===== config.mk =====
export PLATFORM = sky130hd
export DESIGN_NAME = bt_buf_reader
export DESIGN_NICKNAME = d
export VERILOG_FILES = /design/src/rtl/bt_buf_reader.sv
export SDC_FILE = /design/constraint.sdc
export NUM_CORES = 1
export LEC_CHECK = 0
export ABC_AREA = 1
export BUFFER_PORTS_ARGS = -buffer_cell sky130_fd_sc_hd__buf_2
export CAP_MARGIN = 20
export CORE_AREA = 2 2 403 405
export DETAILED_ROUTE_END_ITERATION = 10
export DIE_AREA = 0 0 405 407
export SYNTH_ARGS = -nofsm -noshare
export SYNTH_HDL_FRONTEND = slang
export SYNTH_SLANG_ARGS = --single-unit

===== constraint.sdc =====
create_clock -name clk -period 1.75 [get_ports clk]
set_input_delay 0.0875 -clock clk [delete_from_list [all_inputs] [get_ports clk]]
set_output_delay 0.0875 -clock clk [all_outputs]
set_load 0.02 [all_outputs]

===== src/rtl/bt_buf_reader.sv =====
// Read-side controller for the Bt buffer: issues buffer reads for a start/len request,
// absorbs the one-cycle blk_mem latency and streams words out through a 2-entry skid FIFO.
module bt_buf_reader #(
  parameter int DATA_W = 512,
  parameter int ADDR_W = 4,
  parameter int DEPTH  = 16
) (
  input  logic              clk,
  input  logic              rst_n,
  input  logic              start,
  input  logic [ADDR_W-1:0] base_addr,
  input  logic [ADDR_W:0]   len,
  output logic [ADDR_W-1:0] a_Bt,
  output logic              rd_en,
  input  logic [DATA_W-1:0] spo,
  output logic              m_valid,
  input  logic              m_ready,
  output logic [DATA_W-1:0] m_data,
  output logic              m_last,
  output logic              busy,
  output logic              done
);

  typedef enum logic [1:0] {IDLE, READ, DRAIN} state_t;

  state_t              state;
  logic [ADDR_W-1:0]   addr_q;
  logic [ADDR_W-1:0]   a_q;
  logic [ADDR_W:0]     remaining;
  logic                inflight;
  logic                inflight_last;
  logic [DATA_W-1:0]   fifo_data [2];
  logic                fifo_last [2];
  logic                rd_ptr;
  logic                wr_ptr;
  logic [1:0]          fifo_cnt;
  logic [1:0]          occ;
  logic                pop;
  logic                push;
  logic                issue;
  logic                final_issue;
  logic [ADDR_W-1:0]   addr_next;

  assign occ         = fifo_cnt + {1'b0, inflight};
  assign m_valid     = (fifo_cnt != 2'd0);
  assign m_data      = fifo_data[rd_ptr];
  assign m_last      = fifo_last[rd_ptr];
  assign pop         = m_valid && m_ready;
  assign push        = inflight;
  // A slot freed by this cycle's pop may be reused by this cycle's issue.
  assign issue       = (state == READ) && (remaining != '0) &&
                       ((occ <= 2'd1) || ((occ == 2'd2) && pop));
  assign final_issue = issue && (remaining == (ADDR_W+1)'(1));
  assign addr_next   = (addr_q == ADDR_W'(DEPTH-1)) ? '0 : addr_q + ADDR_W'(1);
  assign rd_en       = issue;
  assign a_Bt        = issue ? addr_q : a_q;
  assign busy        = (state != IDLE);

  always_ff @(posedge clk or negedge rst_n) begin
    if (!rst_n) begin
      state         <= IDLE;
      addr_q        <= '0;
      a_q           <= '0;
      remaining     <= '0;
      inflight      <= 1'b0;
      inflight_last <= 1'b0;
      rd_ptr        <= 1'b0;
      wr_ptr        <= 1'b0;
      fifo_cnt      <= '0;
      done          <= 1'b0;
      for (int unsigned i = 0; i < 2; i++) begin
        fifo_data[i] <= '0;
        fifo_last[i] <= 1'b0;
      end
    end else begin
      done          <= 1'b0;
      inflight      <= issue;
      inflight_last <= final_issue;

      if (issue) begin
        addr_q    <= addr_next;
        a_q       <= addr_q;
        remaining <= remaining - (ADDR_W+1)'(1);
      end

      if (push) begin
        fifo_data[wr_ptr] <= spo;
        fifo_last[wr_ptr] <= inflight_last;
        wr_ptr            <= ~wr_ptr;
      end
      if (pop) rd_ptr <= ~rd_ptr;

      case ({push, pop})
        2'b10:   fifo_cnt <= fifo_cnt + 2'd1;
        2'b01:   fifo_cnt <= fifo_cnt - 2'd1;
        default: ;
      endcase

      case (state)
        IDLE: begin
          if (start) begin
            if (len != '0) begin
              addr_q    <= base_addr;
              remaining <= len;
              state     <= READ;
            end else begin
              done <= 1'b1;
            end
          end
        end
        READ: begin
          if (final_issue) state <= DRAIN;
        end
        DRAIN: begin
          if (pop && m_last) begin
            state <= IDLE;
            done  <= 1'b1;
          end
        end
        default: state <= IDLE;
      endcase
    end
  end

endmodule

# Word-level counts from Yosys, hierarchy flattened
# Cells that the tools add are included.
[totals]
regBits = 1048
[op_classes]
eq_ne = 11
muxes = 32
magnitude_cmp = 4
n_bitwise = 4
addsub = 5
n_reduce_logical = 15
[op_table]
columns = ["operator", "count"]
rows = [
  ["$mux 512", 4],
  ["$bwmux 1024", 1],
  ["$demux 512 s1", 1],
  ["$mux 4", 6],
  ["$mux 5", 4],
  ["$reduce_bool 5->1", 2],
  ["$mux 2", 4],
  ["$ne 2x2->1 const B", 4],
  ["$logic_and 1x1->1", 7],
  ["$mux 1", 7],
  ["$eq 2x2->1 const B", 3],
  ["$pmux 2 s3", 1],
  ["$reduce_bool 2->1", 3],
  ["$eq 5x1->1 const B", 1],
  ["$sub 5x1->5 const B", 1],
  ["$add 4x1->4 const B", 1],
  ["$eq 2x1->1 const B", 2],
  ["$eq 4x4->1 const B", 1],
  ["$ge 2x2->1 const B", 2],
  ["$not 1->2", 2],
  ["$pmux 2 s2", 1],
  ["$reduce_and 4->1", 1],
  ["$add 2x1->2", 1],
  ["$add 2x1->2 const B", 1],
  ["other kinds (9)", 10],
]

# Depth between registers and ports, before layout
[depth]
depth_word = 9
ltp_mapped = 10
depth_no_buf = 10

# Worst setup path after synthesis
# Ideal clock, no wire load.
[synth_timing]
kind = "register to register"
startpoint = "register remaining[0]"
endpoint = "register a_q[3]"
path_stages_with_launch = 9
required_ps = 1564
setup_ps = 186
t_arrival_ps = 1773
path_slack_ps = -209
cell_sequence = "dfrtp_1 -> inv_1 -> ha_1 -> inv_1 -> nor2_1 -> a21oi_2 -> nand2_4 -> buf_6 -> o21ai_0"
[synth_between]
elab_chain_cells = 4
[synth_rtl]
columns = ["element", "line", "text"]
rows = [
  ["start: declaration", "29", "logic [ADDR_W:0] remaining;"],
  ["start signal: assignment", "83", "remaining <= remaining - (ADDR_W+1)'(1);"],
  ["start signal: assignment", "104", "remaining <= len;"],
  ["$reduce_bool 5->1", "51", "assign issue = (state == READ) && (remaining != '0) &&"],
  ["$logic_and 1x1->1 (2 in a row)", "51", ""],
  ["$mux 4", "n/a", ""],
  ["named net a_Bt[3]", "13", "output logic [ADDR_W-1:0] a_Bt,"],
  ["end signal: assignment", "82", "a_q <= addr_q;"],
  ["end: declaration", "28", "logic [ADDR_W-1:0] a_q;"],
]
# The timed path passes the listed nets, and every way through them passes these cells.
# A chain may end at the register's enable or synchronous reset.

# Worst setup path in the final report
[layout_timing]
startpoint = "register rd_ptr"
endpoint = "output port m_data[383]"
[layout_between]
elab_chain_cells = 4
[layout_rtl]
columns = ["element", "line", "text"]
rows = [
  ["start: declaration", "34", "logic rd_ptr;"],
  ["start signal: assignment", "91", "if (pop) rd_ptr <= ~rd_ptr;"],
  ["$not 1->2 (implied by the code)", "46", "assign m_data = fifo_data[rd_ptr];"],
  ["$mux 512 (implied by the code) (3 in a row)", "46", ""],
  ["end: declaration", "18", "output logic [DATA_W-1:0] m_data,"],
]
# No other way between the ends. The select of a mux whose other input is x is not followed.

==> flow_summary.json <==
{
  "met1_usage": 0.2462,
  "clockRootBuffer": "clkbuf_16",
  "wl_per_cell_um": 18.31,
  "grt_use_total": 0.1968,
  "multiInputGateArea_sq_mm": 0.01606,
  "syn-instance-count": 5634,
  "ys_ff_latch": 1048,
  "critPathRequiredTime_ns": 1.66,
  "min_path_type": "input pin to asynchronous set/reset pin",
  "cts_tree": "done",
  "grt_max_degree": 90,
  "clockBufferDepth": 3,
  "yosysSeqAreaShare": 0.5802,
  "worstPathMaxFanout": 36,
  "avgSynthCellArea_sq_um": 8.023,
  "cap_violations": 0,
  "yosysWarnings": 0,
  "hold_viol": 0,
  "grt_pass1_vias": 42220,
  "rsz0062_at_grt": "true",
  "worstSetupStartpointType": "flip-flop",
  "cts_sinks": 1048,
  "max_freq_ghz": 0.4279,
  "ioPinCount": 1046,
  "grt_first_pass_wirelength_um": 251600,
  "cp-end-kind": "primary output",
  "p_per_area_mw_per_mm2": 1403,
  "crit_type": "flip-flop to primary output",
  "ff_latch_area_sq_mm": 0.02623,
  "use_met3": 0.05615,
  "die_h_um": 407,
  "ys_types": 26,
  "drc": 0,
  "finalSetupTns_ns": -253.96,
  "layout-drive-gt1-share": 0.2282,
  "via_per_inst": 4.564,
  "drv_slew": 0,
  "htree_levels": 3,
  "finalCritPeriodShare": 1.335,
  "pre_cts_slack_ns": 0.08050,
  "grt_use_met2": 0.3217,
  "finalCriticalPeriod_ns": 2.337,
  "clkTransAtPathRegs_ns": 0.06,
  "netlist_area_sq_mm": 0.04520,
  "busiest_layer": "met2",
  "final_util": 0.4162,
  "cp.arrival_ns": 2.25,
  "synthTopCellsByArea": "dfrtp_1, nand2_1, o21ai_0",
  "portBuffers": 1045,
  "outcome": "complete, but fails checks",
  "insertion_delay_ns": 0.73,
  "num_vias": 43490,
  "drt_wl_total_um": 174400,
  "slew_headroom": 0.4041,
  "dpl.hpwl_um": 116000,
  "gp_congestion": 0.8726,
  "grt_overflow_total": 0,
  "drt_iter0_drc": 3482,
  "die_w_um": 405,
  "fp-row-count": 147,
  "synth_top_area_frac": 0.5802,
  "synth_area_leader_cell": "dfrtp_1",
  "power_leakage_nw": 36.79,
  "syn2layout_area_growth_pct": 47.51,
  "firstDrtPassIters": 6,
  "antenna_found_initial": 35,
  "synthesis.nets": 6165,
  "final.setup.worst_slack_ns": -0.5868,
  "worstMarginPinSlew_ns": 0.8909,
  "start_util": 0.2822,
  "antenna_left": 0,
  "ir_drop_mv": 1.078,
  "setup_viol": 548,
  "core_sq_mm": 0.1602,
  "fin_nets": 7780,
  "numCtsBuffers": 115,
  "fin_worst_skew_ns": 0.05809,
  "dieArea_sq_mm": 0.1648,
  "violations": "negative setup slack",
  "fillers": 15600
}
-- metrics by stage --
step,cells,power (mW),instance area (sq um),hold WS (ns)
final,9528,93.54,66680,0.09141
after detailed placement,8680,57.63,53710,-0.04576
after floorplan,5634,43.06,45200,-0.2081
after global placement,8680,57.60,53710,-0.04884
after CTS,9457,88.12,64360,0.02849
after global routing,9519,97.88,66660,0.09750
-- cell families after synthesis --
| kind of cell | after synthesis | share of synthesized area |
|---|---|---|
| and+or+nand+nor | 2664 | 0.2221 |
| DFF | 1048 | 0.5802 |
| AOI/OAI and AO/OA | 1035 | 0.1149 |
| buffers and inverters | 876 | 0.08022 |
| adders and majority gates | 6 | 0.001661 |
| xor gates and xnor gates | 5 | 0.0009687 |
-- report_power, final --
part,switching (mW),internal (mW)
registers,0.0567,24.3
logic,27.4,17.2
clock network,10.3,14.4
total,37.7,55.8
-- what timing repair did --
action                                  in CTS  in global routing
endpoints found under the setup margin     518                790
buffers inserted                            22                 16
pin swaps                                    5                 44
gates resized for setup                    273                471
gates cloned                                16                 33
endpoints found under the hold margin     2092                  0
hold buffers                               530                  0
-- worst paths after layout --
path / end / from / slack (ns) / cells past startpoint
worst min register to register: fifo_data[532]$_DFFE_PN0P_ / fifo_data[532]$_DFFE_PN0P_ / 0.48 / 2
worst min-delay path: fifo_data[949]$_DFFE_PN0P_ / rst_n / 0.09 / 3
min in group clk: addr_q[0]$_DFF_PN0_ / base_addr[0] / 0.13 / 4
worst max-delay path: m_data[383] / rd_ptr$_DFFE_PN0P_ / -0.59 / 5
max in group asynchronous: fifo_data[33]$_DFFE_PN0P_ / rst_n / 0.41 / 3
worst max register to register: fifo_data[840]$_DFFE_PN0P_ / inflight$_DFF_PN0_ / -0.05 / 8
-- metal layers --
metal  vias up  share of wire
li1      20600              -
met1     20820           0.41
met2      1682           0.47
met3       372          0.084
met4         6          0.040
met5         -        0.00019
-- Yosys cell counts --
cell,number
buf_1,14
ha_1,6
or2_1,1
nand3b_1,2
xor2_1,4
and2_1,1
nand3_1,14
inv_1,532
xnor2_1,1
o21bai_2,1
nand4_1,1
o21ai_1,254
nand2_1,2632
a21oi_1,1
nand2_4,1
nor2_1,11
inv_2,2
buf_4,1
buf_6,25
o21ai_0,777
o31ai_1,1
nor3_1,1
a21oi_2,1
dfrtp_1,1048
buf_2,117
clkbuf_1,185
-- layout make-up --
| type | instances | share of cell area |
|---|---|---|
| Multi-Input combinational cell | 3710 | 0.2409 |
| Timing Repair Buffer | 1840 | 0.2363 |
| Clock inverter | 32 | 0.006530 |
| Clock buffer | 177 | 0.05102 |
| Sequential cell | 1048 | 0.3934 |
| Tap cell | 2160 | 0.04053 |
| Inverter | 534 | 0.03029 |
| Antenna cell | 27 | 0.001013 |
-- sequential cells by signal (all words and copies together) (netlist names) --
name           count
inflight_last      1
addr_q             4
state              2
remaining          5
fifo_last          2
inflight           1
a_q                4
rd_ptr             1
wr_ptr             1
done               1
fifo_data       1024
fifo_cnt           2
-- cell usage in the layout, fill, tap and decap left out, types with 4 or more instances in the layout --
master	n
nand3_1	13
dlygate4sd3_1	530
clkinv_2	15
nor2_1	10
clkbuf_16	146
clkbuf_8	27
diode_2	27
buf_16	30
xor2_1	4
buf_6	156
bufinv_16	7
ha_1	5
inv_2	4
dfrtp_1	1047
buf_4	196
buf_12	67
inv_1	528
buf_2	809
clkbuf_1	34
nand2_1	2458
o21ai_1	254
o21ai_0	775
nand2_2	126
nand2_4	48
clkbuf_4	12
buf_8	9
-- worst max-delay path, stage by stage (launching register included) --
cell     delay [ns]
dfrtp_4        0.50
buf_12         0.23
buf_16         0.24
nand2_1        0.08
nand2_1        0.18
buf_2          0.21
Note: power is estimated with default switching activity, not from simulation.
